### src/rtl/mip_fb_pkg.sv
// Shared types for the frame-buffer arbiter: mode encodings and grant sources.
package mip_fb_pkg;

  typedef enum logic [1:0] {
    MODE_LIVE    = 2'd0,
    MODE_FREEZE  = 2'd1,
    MODE_PROCESS = 2'd2
  } mode_e;

  typedef enum logic [1:0] {
    GNT_NONE = 2'd0,
    GNT_DISP = 2'd1,
    GNT_CAP  = 2'd2,
    GNT_PROC = 2'd3
  } gnt_e;

  // Encoding 3 is not a mode; requests carrying it leave the pending mode alone.
  function automatic logic mode_is_valid(input logic [1:0] m);
    return (m == MODE_LIVE) || (m == MODE_FREEZE) || (m == MODE_PROCESS);
  endfunction

endpackage

### src/rtl/mip_sync_fifo.sv
// Capture FIFO: first-word fall-through, pointers one bit wider than the index
// so full and empty are told apart by the wrap bit. rst is async, active-low.
module mip_sync_fifo #(
  parameter int DEPTH = 8,
  parameter int WIDTH = 31
) (
  input  logic             clk,
  input  logic             rst,
  input  logic             push,
  input  logic             pop,
  input  logic [WIDTH-1:0] wdata,
  output logic [WIDTH-1:0] rdata,
  output logic             full,
  output logic             empty
);

  localparam int IDX_W = $clog2(DEPTH);
  localparam int PTR_W = IDX_W + 1;

  logic [WIDTH-1:0] mem_reg [DEPTH];
  logic [PTR_W-1:0] wr_ptr_reg;
  logic [PTR_W-1:0] rd_ptr_reg;
  logic             push_ok;
  logic             pop_ok;

  assign empty = (wr_ptr_reg == rd_ptr_reg);
  assign full  = (wr_ptr_reg[IDX_W] != rd_ptr_reg[IDX_W]) &&
                 (wr_ptr_reg[IDX_W-1:0] == rd_ptr_reg[IDX_W-1:0]);
  // A push into a full FIFO is allowed when the head leaves in the same cycle.
  assign push_ok = push && (!full || pop);
  assign pop_ok  = pop && !empty;
  assign rdata   = mem_reg[rd_ptr_reg[IDX_W-1:0]];

  // Pointer update; wraps modulo 2*DEPTH naturally.
  always_ff @(posedge clk or negedge rst) begin
    if (!rst) begin
      wr_ptr_reg <= '0;
      rd_ptr_reg <= '0;
    end else begin
      if (push_ok) wr_ptr_reg <= wr_ptr_reg + 1'b1;
      if (pop_ok)  rd_ptr_reg <= rd_ptr_reg + 1'b1;
    end
  end

  // Storage write; contents need no reset since the pointers gate visibility.
  always_ff @(posedge clk) begin
    if (push_ok) mem_reg[wr_ptr_reg[IDX_W-1:0]] <= wdata;
  end

endmodule

### src/rtl/mip_fb_arbiter.sv
// Frame-buffer port arbiter: one single-port RAM shared by display reads,
// FIFO-buffered capture writes and processor accesses, plus the mode FSM.
// Optional statistics outputs (frame_cnt, proc_stall_cnt) under MIP_FB_STATS_EN.
module mip_fb_arbiter
  import mip_fb_pkg::*;
#(
  parameter int ADDR_W     = 19,
  parameter int PIX_W      = 12,
  parameter int FIFO_DEPTH = 8,
  parameter int CNT_W      = 16
) (
  input  logic              clk,
  input  logic              rst,
  input  logic [1:0]        mode_req,
  output logic [1:0]        mode_cur,
  input  logic              cap_sof,
  input  logic              cap_valid,
  input  logic [ADDR_W-1:0] cap_addr,
  input  logic [PIX_W-1:0]  cap_pix,
  input  logic              disp_req,
  input  logic [ADDR_W-1:0] disp_addr,
  output logic              disp_rvalid,
  output logic [PIX_W-1:0]  disp_rdata,
  input  logic              proc_req,
  input  logic              proc_we,
  input  logic [ADDR_W-1:0] proc_addr,
  input  logic [PIX_W-1:0]  proc_wdata,
  output logic              proc_gnt,
  output logic              proc_rvalid,
  output logic [PIX_W-1:0]  proc_rdata,
  output logic              ram_en,
  output logic              ram_we,
  output logic [ADDR_W-1:0] ram_addr,
  output logic [PIX_W-1:0]  ram_wdata,
  input  logic [PIX_W-1:0]  ram_rdata,
  output logic [CNT_W-1:0]  drop_cnt
`ifdef MIP_FB_STATS_EN
  ,
  output logic [CNT_W-1:0]  frame_cnt,
  output logic [CNT_W-1:0]  proc_stall_cnt
`endif
);

  localparam int FW = ADDR_W + PIX_W;

  mode_e             mode_cur_reg, mode_cur_next;
  mode_e             pending_reg, pending_next;
  logic              live_mode, proc_mode;
  gnt_e              gnt_sel;
  logic              fifo_full, fifo_empty, cap_push, cap_pop, cap_drop;
  logic [FW-1:0]     fifo_rdata;
  logic              disp_p1_reg, proc_p1_reg;
  logic              disp_rvalid_reg, proc_rvalid_reg;
  logic [PIX_W-1:0]  disp_rdata_reg, proc_rdata_reg;
  logic [CNT_W-1:0]  drop_cnt_reg;

  // Mode state register: pending request and the mode in effect.
  always_ff @(posedge clk or negedge rst) begin
    if (!rst) begin
      mode_cur_reg <= MODE_LIVE;
      pending_reg  <= MODE_LIVE;
    end else begin
      mode_cur_reg <= mode_cur_next;
      pending_reg  <= pending_next;
    end
  end

  // Next mode: latch any legal request; commit it only at a capture frame start.
  always_comb begin
    pending_next  = pending_reg;
    mode_cur_next = mode_cur_reg;
    if (mode_is_valid(mode_req)) pending_next = mode_e'(mode_req);
    if (cap_sof) mode_cur_next = pending_reg;
  end

  // Mode-derived qualifiers used by the capture path and the grant logic.
  always_comb begin
    mode_cur  = mode_cur_reg;
    live_mode = (mode_cur_reg == MODE_LIVE);
    proc_mode = (mode_cur_reg == MODE_PROCESS);
  end

  // Fixed-priority grant: display, then capture drain, then processor.
  always_comb begin
    gnt_sel = GNT_NONE;
    if (disp_req)                    gnt_sel = GNT_DISP;
    else if (!fifo_empty)            gnt_sel = GNT_CAP;
    else if (proc_req && proc_mode)  gnt_sel = GNT_PROC;
  end

  assign cap_pop  = (gnt_sel == GNT_CAP);
  assign cap_push = cap_valid && live_mode && (!fifo_full || cap_pop);
  assign cap_drop = cap_valid && live_mode && fifo_full && !cap_pop;
  assign proc_gnt = (gnt_sel == GNT_PROC);

  mip_sync_fifo #(
    .DEPTH (FIFO_DEPTH),
    .WIDTH (FW)
  ) u_cap_fifo (
    .clk   (clk),
    .rst   (rst),
    .push  (cap_push),
    .pop   (cap_pop),
    .wdata ({cap_addr, cap_pix}),
    .rdata (fifo_rdata),
    .full  (fifo_full),
    .empty (fifo_empty)
  );

  // RAM port mux; address and data are held at zero on idle cycles.
  always_comb begin
    ram_en    = 1'b0;
    ram_we    = 1'b0;
    ram_addr  = '0;
    ram_wdata = '0;
    case (gnt_sel)
      GNT_DISP: begin
        ram_en   = 1'b1;
        ram_addr = disp_addr;
      end
      GNT_CAP: begin
        ram_en    = 1'b1;
        ram_we    = 1'b1;
        ram_addr  = fifo_rdata[FW-1:PIX_W];
        ram_wdata = fifo_rdata[PIX_W-1:0];
      end
      GNT_PROC: begin
        ram_en    = 1'b1;
        ram_we    = proc_we;
        ram_addr  = proc_addr;
        ram_wdata = proc_wdata;
      end
      default: ;
    endcase
  end

  // Two-stage read return: stage 1 tracks the RAM latency, stage 2 registers the data.
  always_ff @(posedge clk or negedge rst) begin
    if (!rst) begin
      disp_p1_reg     <= 1'b0;
      proc_p1_reg     <= 1'b0;
      disp_rvalid_reg <= 1'b0;
      proc_rvalid_reg <= 1'b0;
      disp_rdata_reg  <= '0;
      proc_rdata_reg  <= '0;
    end else begin
      disp_p1_reg     <= (gnt_sel == GNT_DISP);
      proc_p1_reg     <= (gnt_sel == GNT_PROC) && !proc_we;
      disp_rvalid_reg <= disp_p1_reg;
      proc_rvalid_reg <= proc_p1_reg;
      if (disp_p1_reg) disp_rdata_reg <= ram_rdata;
      if (proc_p1_reg) proc_rdata_reg <= ram_rdata;
    end
  end

  assign disp_rvalid = disp_rvalid_reg;
  assign disp_rdata  = disp_rdata_reg;
  assign proc_rvalid = proc_rvalid_reg;
  assign proc_rdata  = proc_rdata_reg;

  // Saturating count of capture pixels lost to a full FIFO.
  always_ff @(posedge clk or negedge rst) begin
    if (!rst)                          drop_cnt_reg <= '0;
    else if (cap_drop && !(&drop_cnt_reg)) drop_cnt_reg <= drop_cnt_reg + 1'b1;
  end

  assign drop_cnt = drop_cnt_reg;

`ifdef MIP_FB_STATS_EN
  logic [CNT_W-1:0] frame_cnt_reg, proc_stall_cnt_reg;

  // Wrapping frame and processor-stall counters.
  always_ff @(posedge clk or negedge rst) begin
    if (!rst) begin
      frame_cnt_reg      <= '0;
      proc_stall_cnt_reg <= '0;
    end else begin
      if (cap_sof) frame_cnt_reg <= frame_cnt_reg + 1'b1;
      if (proc_req && proc_mode && !proc_gnt) proc_stall_cnt_reg <= proc_stall_cnt_reg + 1'b1;
    end
  end

  assign frame_cnt      = frame_cnt_reg;
  assign proc_stall_cnt = proc_stall_cnt_reg;
`endif

endmodule

### config.mk
export PLATFORM = sky130hd
export DESIGN_NAME = mip_fb_arbiter
export DESIGN_NICKNAME = d
export VERILOG_FILES = /design/src/rtl/mip_fb_pkg.sv /design/src/rtl/mip_sync_fifo.sv /design/src/rtl/mip_fb_arbiter.sv
export SDC_FILE = /design/constraint.sdc
export NUM_CORES = 1
export LEC_CHECK = 0
export CAP_MARGIN = 20
export CORE_MARGIN = 2
export CORE_UTILIZATION = 30
export DETAILED_ROUTE_END_ITERATION = 8
export GPL_ROUTABILITY_DRIVEN = 0
export PLACE_DENSITY = 0.55
export SYNTH_ARGS = -nofsm -noshare
export SYNTH_HDL_FRONTEND = slang
export SYNTH_HIERARCHICAL = 1
export SYNTH_SLANG_ARGS = --single-unit
### constraint.sdc
create_clock -name clk -period 11.2 [get_ports clk]
set_clock_uncertainty 0.05 [all_clocks]
set_input_delay 1.12 -clock clk [delete_from_list [all_inputs] [get_ports clk]]
set_output_delay 1.12 -clock clk [all_outputs]
set_load 0.02 [all_outputs]
## Word level (Yosys, flattened, before mapping)

Memory sizes are Yosys's and may differ from the RTL's.
Index checks and enable logic that the tools add are counted.

| word-level totals | value |
|---|---|
| register bits | 56 |
| bits in writable memories | 248 |
| input port bits | 102 |
| memories kept | 1 |
| output and inout port bits | 78 |

| cells by class | value |
|---|---|
| equal/unequal tests | 9 |
| add/sub/neg operators | 3 |
| reduce and logical (&&, ||, !) cells | 22 |
| mux-type cells | 9 |

Memories:

| name | depth | width | rd ports | clocked after memory_dff | write ports | line | source |
|---|---|---|---|---|---|---|---|
| u_cap_fifo.mem_reg | 8 | 31 | 1 | 0 | 1 | mip_sync_fifo.sv:20 | `logic [WIDTH-1:0] mem_reg [DEPTH];` |

Operator list:

| cell | count |
|---|---|
| $pmux W19 S3 | 1 |
| $pmux W12 S2 | 1 |
| $add A16 B1 Y16 const B | 1 |
| $reduce_and A16 Y1 | 1 |
| $logic_and A1 B1 Y1 | 10 |
| $add A4 B1 Y4 const B | 2 |
| $eq A2 B2 Y1 const B | 4 |
| $mux W2 | 3 |
| $logic_not A1 Y1 | 5 |
| $eq A2 B1 Y1 const B | 2 |
| $eq A4 B4 Y1 | 1 |
| $logic_not A2 Y1 | 2 |
| $eq A3 B3 Y1 | 1 |
| $logic_or A1 B1 Y1 | 3 |
| $mux W1 | 3 |
| $reduce_or A3 Y1 | 1 |
| $pmux W1 S2 | 1 |
| $ne A1 B1 Y1 | 1 |

## Logic depth before layout (Yosys ltp)

Gate-level depths: netlist of run 1.

| logic depth | value |
|---|---|
| word-level depth | 11 |
| depth in mapped cells | 12 |

## Cells and area by module

The synthesis of run 1 kept the hierarchy.

By module, submodules not included:

| module | times used | cells an instance | seq. area each (um2) | area an instance (um2) |
|---|---|---|---|---|
| mip_sync_fifo | 1 | 416 | 7647.3 | 10034.6 |
| mip_fb_arbiter | 1 | 245 | 1201.2 | 2561.2 |

## Worst setup path before layout of run 1

OpenSTA, ideal clock, no wires.

| timing path | value |
|---|---|
| path kind | in2reg |
| from | input port disp_req |
| to | memory u_cap_fifo.mem_reg[3][0], enable pin |
| buffers on the path | 3 |
| stages on the path | 6 |
| arrival time | 5.453 ns |
| slack | 5.189 ns |
| cell sequence | clkbuf_2 > nor2_1 > clkbuf_1 > clkbuf_1 > nor3_1 > nor4b_1 |

| between the ends | value |
|---|---|
| cells in the longest elaborated chain, start to end | 7 |

Ends and longest elaborated chain:

| item | line | source |
|---|---|---|
| from (decl) | mip_fb_arbiter.sv:20 | `input logic disp_req,` |
| $mux W2 (*) | mip_fb_arbiter.sv:86 | `if (disp_req) gnt_sel = GNT_DISP;` |
| $eq A2 B2 Y1 (*) | mip_fb_arbiter.sv:91 | `assign cap_pop = (gnt_sel == GNT_CAP);` |
| named net cap_pop | mip_fb_arbiter.sv:50 | `logic fifo_full, fifo_empty, cap_push, cap_pop, cap_drop;` |
| $logic_or A1 B1 Y1 (*) | mip_sync_fifo.sv:30, mip_fb_arbiter.sv:92 |  |
| $logic_and A1 B1 Y1 | mip_fb_arbiter.sv:92 | `assign cap_push = cap_valid && live_mode && (!fifo_full \|\| cap_pop);` |
| $logic_and A1 B1 Y1 (*) | mip_sync_fifo.sv:30 | `assign push_ok = push && (!full \|\| pop);` |
| $mux W1 (*) | mip_sync_fifo.sv:47 | `if (push_ok) mem_reg[wr_ptr_reg[IDX_W-1:0]] <= wdata;` |
| $mux W1 (implied by the code) (*) | mip_sync_fifo.sv:47 |  |
| to (decl) | mip_sync_fifo.sv:20 |  |

Mark *: on every way through the listed nets, which the timed path passes. The rest lies on a longest branch.

## Worst setup path after layout of run 1

| timing path | value |
|---|---|
| from | register u_cap_fifo.rd_ptr_reg[2] |
| to | output port ram_wdata[10] |

| between the ends | value |
|---|---|
| cells in the longest elaborated chain, start to end | 5 |
| elaborated cells on any way between the ends | 7 |

Ends and longest elaborated chain:

| item | line | source |
|---|---|---|
| from (decl) | mip_sync_fifo.sv:22 | `logic [PTR_W-1:0] rd_ptr_reg;` |
| from (signal assigned) | mip_sync_fifo.sv:41 | `if (pop_ok) rd_ptr_reg <= rd_ptr_reg + 1'b1;` |
| $eq A4 B4 Y1 (*) | mip_sync_fifo.sv:26 | `assign empty = (wr_ptr_reg == rd_ptr_reg);` |
| named net fifo_empty | mip_fb_arbiter.sv:50 |  |
| $mux W2 (*) | mip_fb_arbiter.sv:87 | `else if (!fifo_empty) gnt_sel = GNT_CAP;` |
| $mux W2 (*) | mip_fb_arbiter.sv:86 |  |
| $eq A2 B2 Y1 | mip_fb_arbiter.sv:116 | `case (gnt_sel)` |
| $pmux W12 S2 (*) | mip_fb_arbiter.sv:116 |  |
| to (decl) | mip_fb_arbiter.sv:34 | `output logic [PIX_W-1:0] ram_wdata,` |

Marked as above.

==> impl_metrics.ini, run 1 <==
[outcome]
status = finished clean

[layout]
ff_latch_area_mm2 = 0.00885
final_util_pct = 38.7
syn_to_final_growth_pct = 28.1
drive_gt1_share_pct = 18.9
final_nets = 959
design_area_mm2 = 0.0161
nFillCells = 3842
multi_input_comb_area_mm2 = 0.00358
largest_register_ffs = 248

[floorplan]
row_count = 75
initial_core_util_pct = 30.2
dieWidth_um = 209
io_pins = 180
die_h_um = 209
core_area_mm2 = 0.0417
die_area_mm2 = 0.0436

[critical_path]
rr_startpoint = u_cap_fifo/rd_ptr_reg[2]
worst-r2r-cell-count = 9
endpoint_kind = output pin
worst-path-max-fanout = 34
regToRegEndpoint = u_cap_fifo/mem_reg[4][1]
start_kind = flop
critPathRequiredTime_ns = 10.03
regToRegSetupSlack_ns = 6.88
arrival_ns = 4.99
path_class = flop to output pin

[synth]
synthFlopType = edfxtp_1
synth-edff-count = 248
synth_area_per_cell_um2 = 19.1
synthesis.area_mm2 = 0.0126
syn_inst = 661
synth_cell_types = 47
synth_nets = 766
seq_area_frac_synth_pct = 70.2
yosys_warnings = 6
ys_seq_elements = 304
synthArstFlopShare_pct = 18.4

[sta]
drv_slew = 0
rsz0062_at_grt = false
finalSetupViolations = 0
min_period_over_period_pct = 55.0
fmaxAchievable_mhz = 162
setup-tns-final_ns = 0
worst_pin_slew_ns = 1.12
fin_worst_hold_slack_ns = 0.454
period_needed_ns = 6.16
slew_headroom_pct = 25.4
hold_viol = 0

[route]
wl_per_cell_um = 20.1
antenna_left = 0
drc = 0
dr.pass1.iters = 5
via_per_inst = 4.73
dr_total_vias = 6719
routed_wl_mm = 28.5
drt_iter0_drc = 324

[clock_tree]
cts_made_buffers = 35
clk_path_buf_depth = 3
cts_sinks = 304
hold_buffers = 0
cts_root_buf = clkbuf_16
clk_pin_slew_ns = 0.06
cts_tree = built
post_cts_buffers = 0
ctsResizeCount = 0
cts_max_level = 2
insertion_delay_ns = 0.50

[power_and_ir_drop]
powerDensity_mw_per_mm2 = 229
p_leak_uw = 0.00559
vdd_ir_drop_max_mv = 0.0976

[global_route]
overflow = 0
grt_pass1_vias = 6834
grtUsageTotal_pct = 13.0
antenna_found_initial = 4
grt_max_degree = 67
grt_pass1_wl_mm = 42.9

[placed_design]
numPortBuffers = 179
placed_area_mm2 = 0.0150
hpwlAfterDp_mm = 16.6

[min_path]
hold_end = disp_rdata[8]
holdCritStartpoint = disp_rdata[8]
whs_path_depth = 1
worstHoldPathType = flop to flop

[run]
max-cap-violations = 0
==> cell families after synthesis <==
logic type	share of synthesized area [%]
DFF	70.2
muxes	17.9
and+or+nand+nor	4.97
AOI/OAI and AO/OA	3.03
buffers and inverters	1.88
xor gates and xnor gates	1.67
adders and majority gates	0.298
==> worst max-delay path: stages, from the launching register on <==
cell and delay, ns:
dfrtp_2 1.11, xnor2_1 0.20, nand3_1 0.37, nor2_2 0.20
buf_4 0.33, and2_1 0.19, buf_4 0.28, nor2b_2 0.90
a22o_1 0.26, clkdlybuf4s50_1 0.63
==> cells in the final DEF, fill, tap and decap left out, types with 4 or more instances in the layout <==
cell type | Yosys | layout
clkinv_2 | 0 | 6
nand4_1 | 7 | 7
mux4_2 | 13 | 13
mux4_1 | 49 | 49
xnor2_1 | 12 | 12
clkinv_1 | 0 | 6
clkbuf_16 | 0 | 36
clkbuf_1 | 16 | 9
mux2_2 | 60 | 60
dfrtp_1 | 56 | 53
edfxtp_1 | 248 | 248
xor2_1 | 12 | 12
nor4_2 | 3 | 6
nand2_1 | 30 | 30
nor3_1 | 8 | 5
nor2b_1 | 21 | 20
nor2_1 | 7 | 4
o21ai_0 | 20 | 20
clkdlybuf4s50_1 | 0 | 177
a21oi_1 | 20 | 20
buf_4 | 1 | 16
a22o_1 | 12 | 12
nand3_1 | 6 | 6
==> metal layers <==
| layer | wire length, um | vias to the layer above | global-route usage (%) |
|---|---|---|---|
| met1 | 12800 | 3451 | 17.3 |
| met2 | 13900 | 162 | 21.6 |
| met3 | 1490 | 38 | 3.13 |
| met4 | 385 | 2 | 2.73 |
| li1 | - | 3066 | - |
| met5 | 13 | - | 0 |
==> synthesized netlist by cell type (2+ instances only) <==
library cell	instances	area, um^2
inv_1	3	11.3
mux4_2	13	293
nor2_1	7	26.3
o21ai_0	20	100
nor4_2	3	37.5
and2_1	2	12.5
nor2b_1	21	131
o31ai_1	2	15.0
mux2_2	60	676
buf_6	8	90.1
a21oi_1	20	100
nor4_1	4	25.0
xor2_1	12	105
nor4b_1	2	17.5
buf_1	2	7.51
xnor2_1	12	105
dfrtp_1	56	1400
nand3_1	6	30.0
edfxtp_1	248	7450
nand4_1	7	43.8
mux4_1	49	1290
o311ai_0	2	17.5
or4_1	2	15.0
ha_1	3	37.5
nor3_1	8	40.0
a21boi_0	2	15.0
nand2_1	30	113
a22o_1	12	105
buf_2	11	55.1
clkbuf_1	16	60.1
nand2b_1	2	12.5
==> worst max-delay path by stage <==
stage,start,endpoint,slack (ns),cells past startpoint
2_1_floorplan,disp_req,u_cap_fifo/mem_reg[3][0],5.19,6
3_3_place_gp,u_cap_fifo/rd_ptr_reg[2],ram_wdata[10],5.62,9
3_5_place_dp,u_cap_fifo/rd_ptr_reg[2],ram_wdata[10],5.55,9
4_1_cts,u_cap_fifo/rd_ptr_reg[2],ram_wdata[10],4.99,9
5_1_grt,u_cap_fifo/rd_ptr_reg[2],ram_wdata[10],4.73,9
6_report,u_cap_fifo/rd_ptr_reg[2],ram_wdata[10],5.04,9
==> through the flow <==
step                setup WS (ns)  total power [uW]  instances
floorplan                    5.19              2200        661
global placement             5.62              2630       1355
detailed placement           5.55              2640       1356
CTS                          4.99              3760       1419
global route                 4.73              3880       1419
finish                       5.04              3690       1421
==> power breakdown <==
group	switching [uW]	internal (uW)	total, uW
sequential	105	1340	1450
clock	443	661	1100
combinational	555	588	1140
==> area by class of cell <==
class | instances | area share [%]
Multi-Input combinational cell | 315 | 22.2
Tap cell | 539 | 4.18
Inverter | 3 | 0.0698
Clock buffer | 45 | 5.79
Sequential cell | 304 | 54.9
Clock inverter | 18 | 1.09
Timing Repair Buffer | 195 | 11.8
Antenna cell | 2 | 0.0310
No activity file was read; power rests on OpenSTA's default activity.
==> run 2, diff against run 1 <==
==> constraint.sdc (replaced) <==
create_clock -name clk -period 6.2 [get_ports clk]
set_clock_uncertainty 0.05 [all_clocks]
set_input_delay 0.62 -clock clk [delete_from_list [all_inputs] [get_ports clk]]
set_output_delay 0.62 -clock clk [all_outputs]
set_load 0.02 [all_outputs]
==> run 2 against run 1 <==
Power up 80%. Critical path depth unchanged. Global-route usage about the same. Wire length fell by 1.3%.
==> impl_metrics.ini, run 2 (synthesis gave the netlist of run 1 again) <==
[critical_path]
worst-path-max-fanout = 24
arrival_ns = 4.42
critPathRequiredTime_ns = 5.53
start_kind = flop
crit_start = u_cap_fifo/rd_ptr_reg[0]
endpoint_kind = output pin
path_class = flop to output pin
rr_startpoint = u_cap_fifo/rd_ptr_reg[0]

[sta]
drv_slew = 0
rsz0062_at_grt = false
fmaxAchievable_mhz = 197
worst_pin_slew_ns = 0.958
fin_worst_hold_slack_ns = 0.203
hold_viol = 0
period_needed_ns = 5.09
finalSetupViolations = 0
setup-tns-final_ns = 0
slew_headroom_pct = 35.6
min_period_over_period_pct = 82.0

[layout]
fin_cells = 1431
final_nets = 966
multi_input_comb_area_mm2 = 0.00357
syn_to_final_growth_pct = 28.5
drive_gt1_share_pct = 19.7
final_cell_mix = 248 x edfxtp_1, 177 x clkdlybuf4s50_1, 60 x mux2_2, 53 x dfrtp_1, 49 x mux4_1
nFillCells = 3835
final_common_cell = edfxtp_1
ff_latch_area_mm2 = 0.00885
largest_register_ffs = 248

[route]
via_per_inst = 4.72
antenna_left = 0
top_layer_used = met5
drc = 0
wl_per_cell_um = 19.6
dr.pass1.iters = 4
drt_iter0_drc = 553
wl_met1_mm = 12.4
wl_met3_mm = 1.78
wl_met2_mm = 13.4
dr_total_vias = 6749
routed_wl_mm = 28.1

[placed_design]
hpwlAfterDp_mm = 17.5
numPortBuffers = 179
dp_cells = 1363

[clock_tree]
cts_max_level = 2
clk_path_buf_depth = 3
insertion_delay_ns = 0.53
cts_sinks = 304
cts_tree = built
post_cts_buffers = 0
clk_pin_slew_ns = 0.06
ctsResizeCount = 0
cts_made_buffers = 35
cts_root_buf = clkbuf_16
hold_buffers = 0

[floorplan]
core_area_mm2 = 0.0417
dieWidth_um = 209
io_pins = 180
row_count = 75
die_h_um = 209
die_area_mm2 = 0.0436
initial_core_util_pct = 30.2

[global_route]
grtUsageTotal_pct = 13.0
overflow = 0
grt_pass1_vias = 7116
grt_pass1_wl_mm = 43.0
grt_max_degree = 66
antenna_found_initial = 4

[power_and_ir_drop]
powerDensity_mw_per_mm2 = 411
p_leak_uw = 0.00562
vdd_ir_drop_max_mv = 0.217

[min_path]
worstHoldPathType = primary input to asynchronous set/reset pin

[outcome]
status = finished clean

[run]
max-cap-violations = 0
-- run 2: power by group --
group	total (uW)	internal [uW]	switching, uW
registers	2560	2430	136
clock network	1960	1170	792
logic	2130	1070	1060
total	6650	4660	1990
-- run 2: layer usage --
| metal | vias to the layer above | global-route usage [%] |
|---|---|---|
| li1 | 3094 | - |
| met1 | 3437 | 17.1 |
| met2 | 173 | 21.4 |
| met3 | 43 | 3.22 |
| met4 | 2 | 3.52 |
| met5 | - | 0 |
-- run 2: worst max-delay path, stage by stage, from the launching register on --
cell	delay [ns]
dfrtp_4	0.65
xnor2_1	0.22
nand3_1	0.35
nor2_2	0.20
buf_4	0.32
and2_1	0.18
buf_4	0.28
nor2b_2	0.78
a22o_1	0.27
clkdlybuf4s50_1	0.62
-- run 2: metrics by stage --
| stage | total power [uW] | instance area, um^2 | setup WS (ns) | utilization, % |
|---|---|---|---|---|
| 4_1_cts | 6760 | 16200 | 0.950 | 38.8 |
| 5_1_grt | 6990 | 16200 | 0.692 | 38.8 |
| 3_3_place_gp | 4760 | 15100 | 1.57 | 36.2 |
| 3_5_place_dp | 4780 | 15100 | 1.53 | 36.2 |
| 2_1_floorplan | 3980 | 12600 | 0.395 | - |
| 6_report | 6650 | 16200 | 1.11 | 38.8 |
-- run 2: layout make-up --
class / count / area share (%)
diodes: 4 / 0.0619
clock buffers: 45 / 5.84
clock inverters: 19 / 0.982
inverters: 3 / 0.0696
multi-input cells: 315 / 22.1
flip-flops and latches: 304 / 54.7
well taps: 539 / 4.17
repair buffers: 202 / 12.1
-- run 2: worst paths after layout --
kind | endpoint | slack (ns) | depth (start not counted)
setup / recovery | ram_wdata[10] | 1.11 | 9
hold / removal | drop_cnt[8] | 0.20 | 2
setup reg to reg | u_cap_fifo/mem_reg[7][21] | 2.36 | 9
hold reg to reg | drop_cnt[15] | 0.45 | 1
max in group asynchronous | u_cap_fifo/rd_ptr_reg[0] | 5.34 | 2
min in group clk | drop_cnt[15] | 0.45 | 1
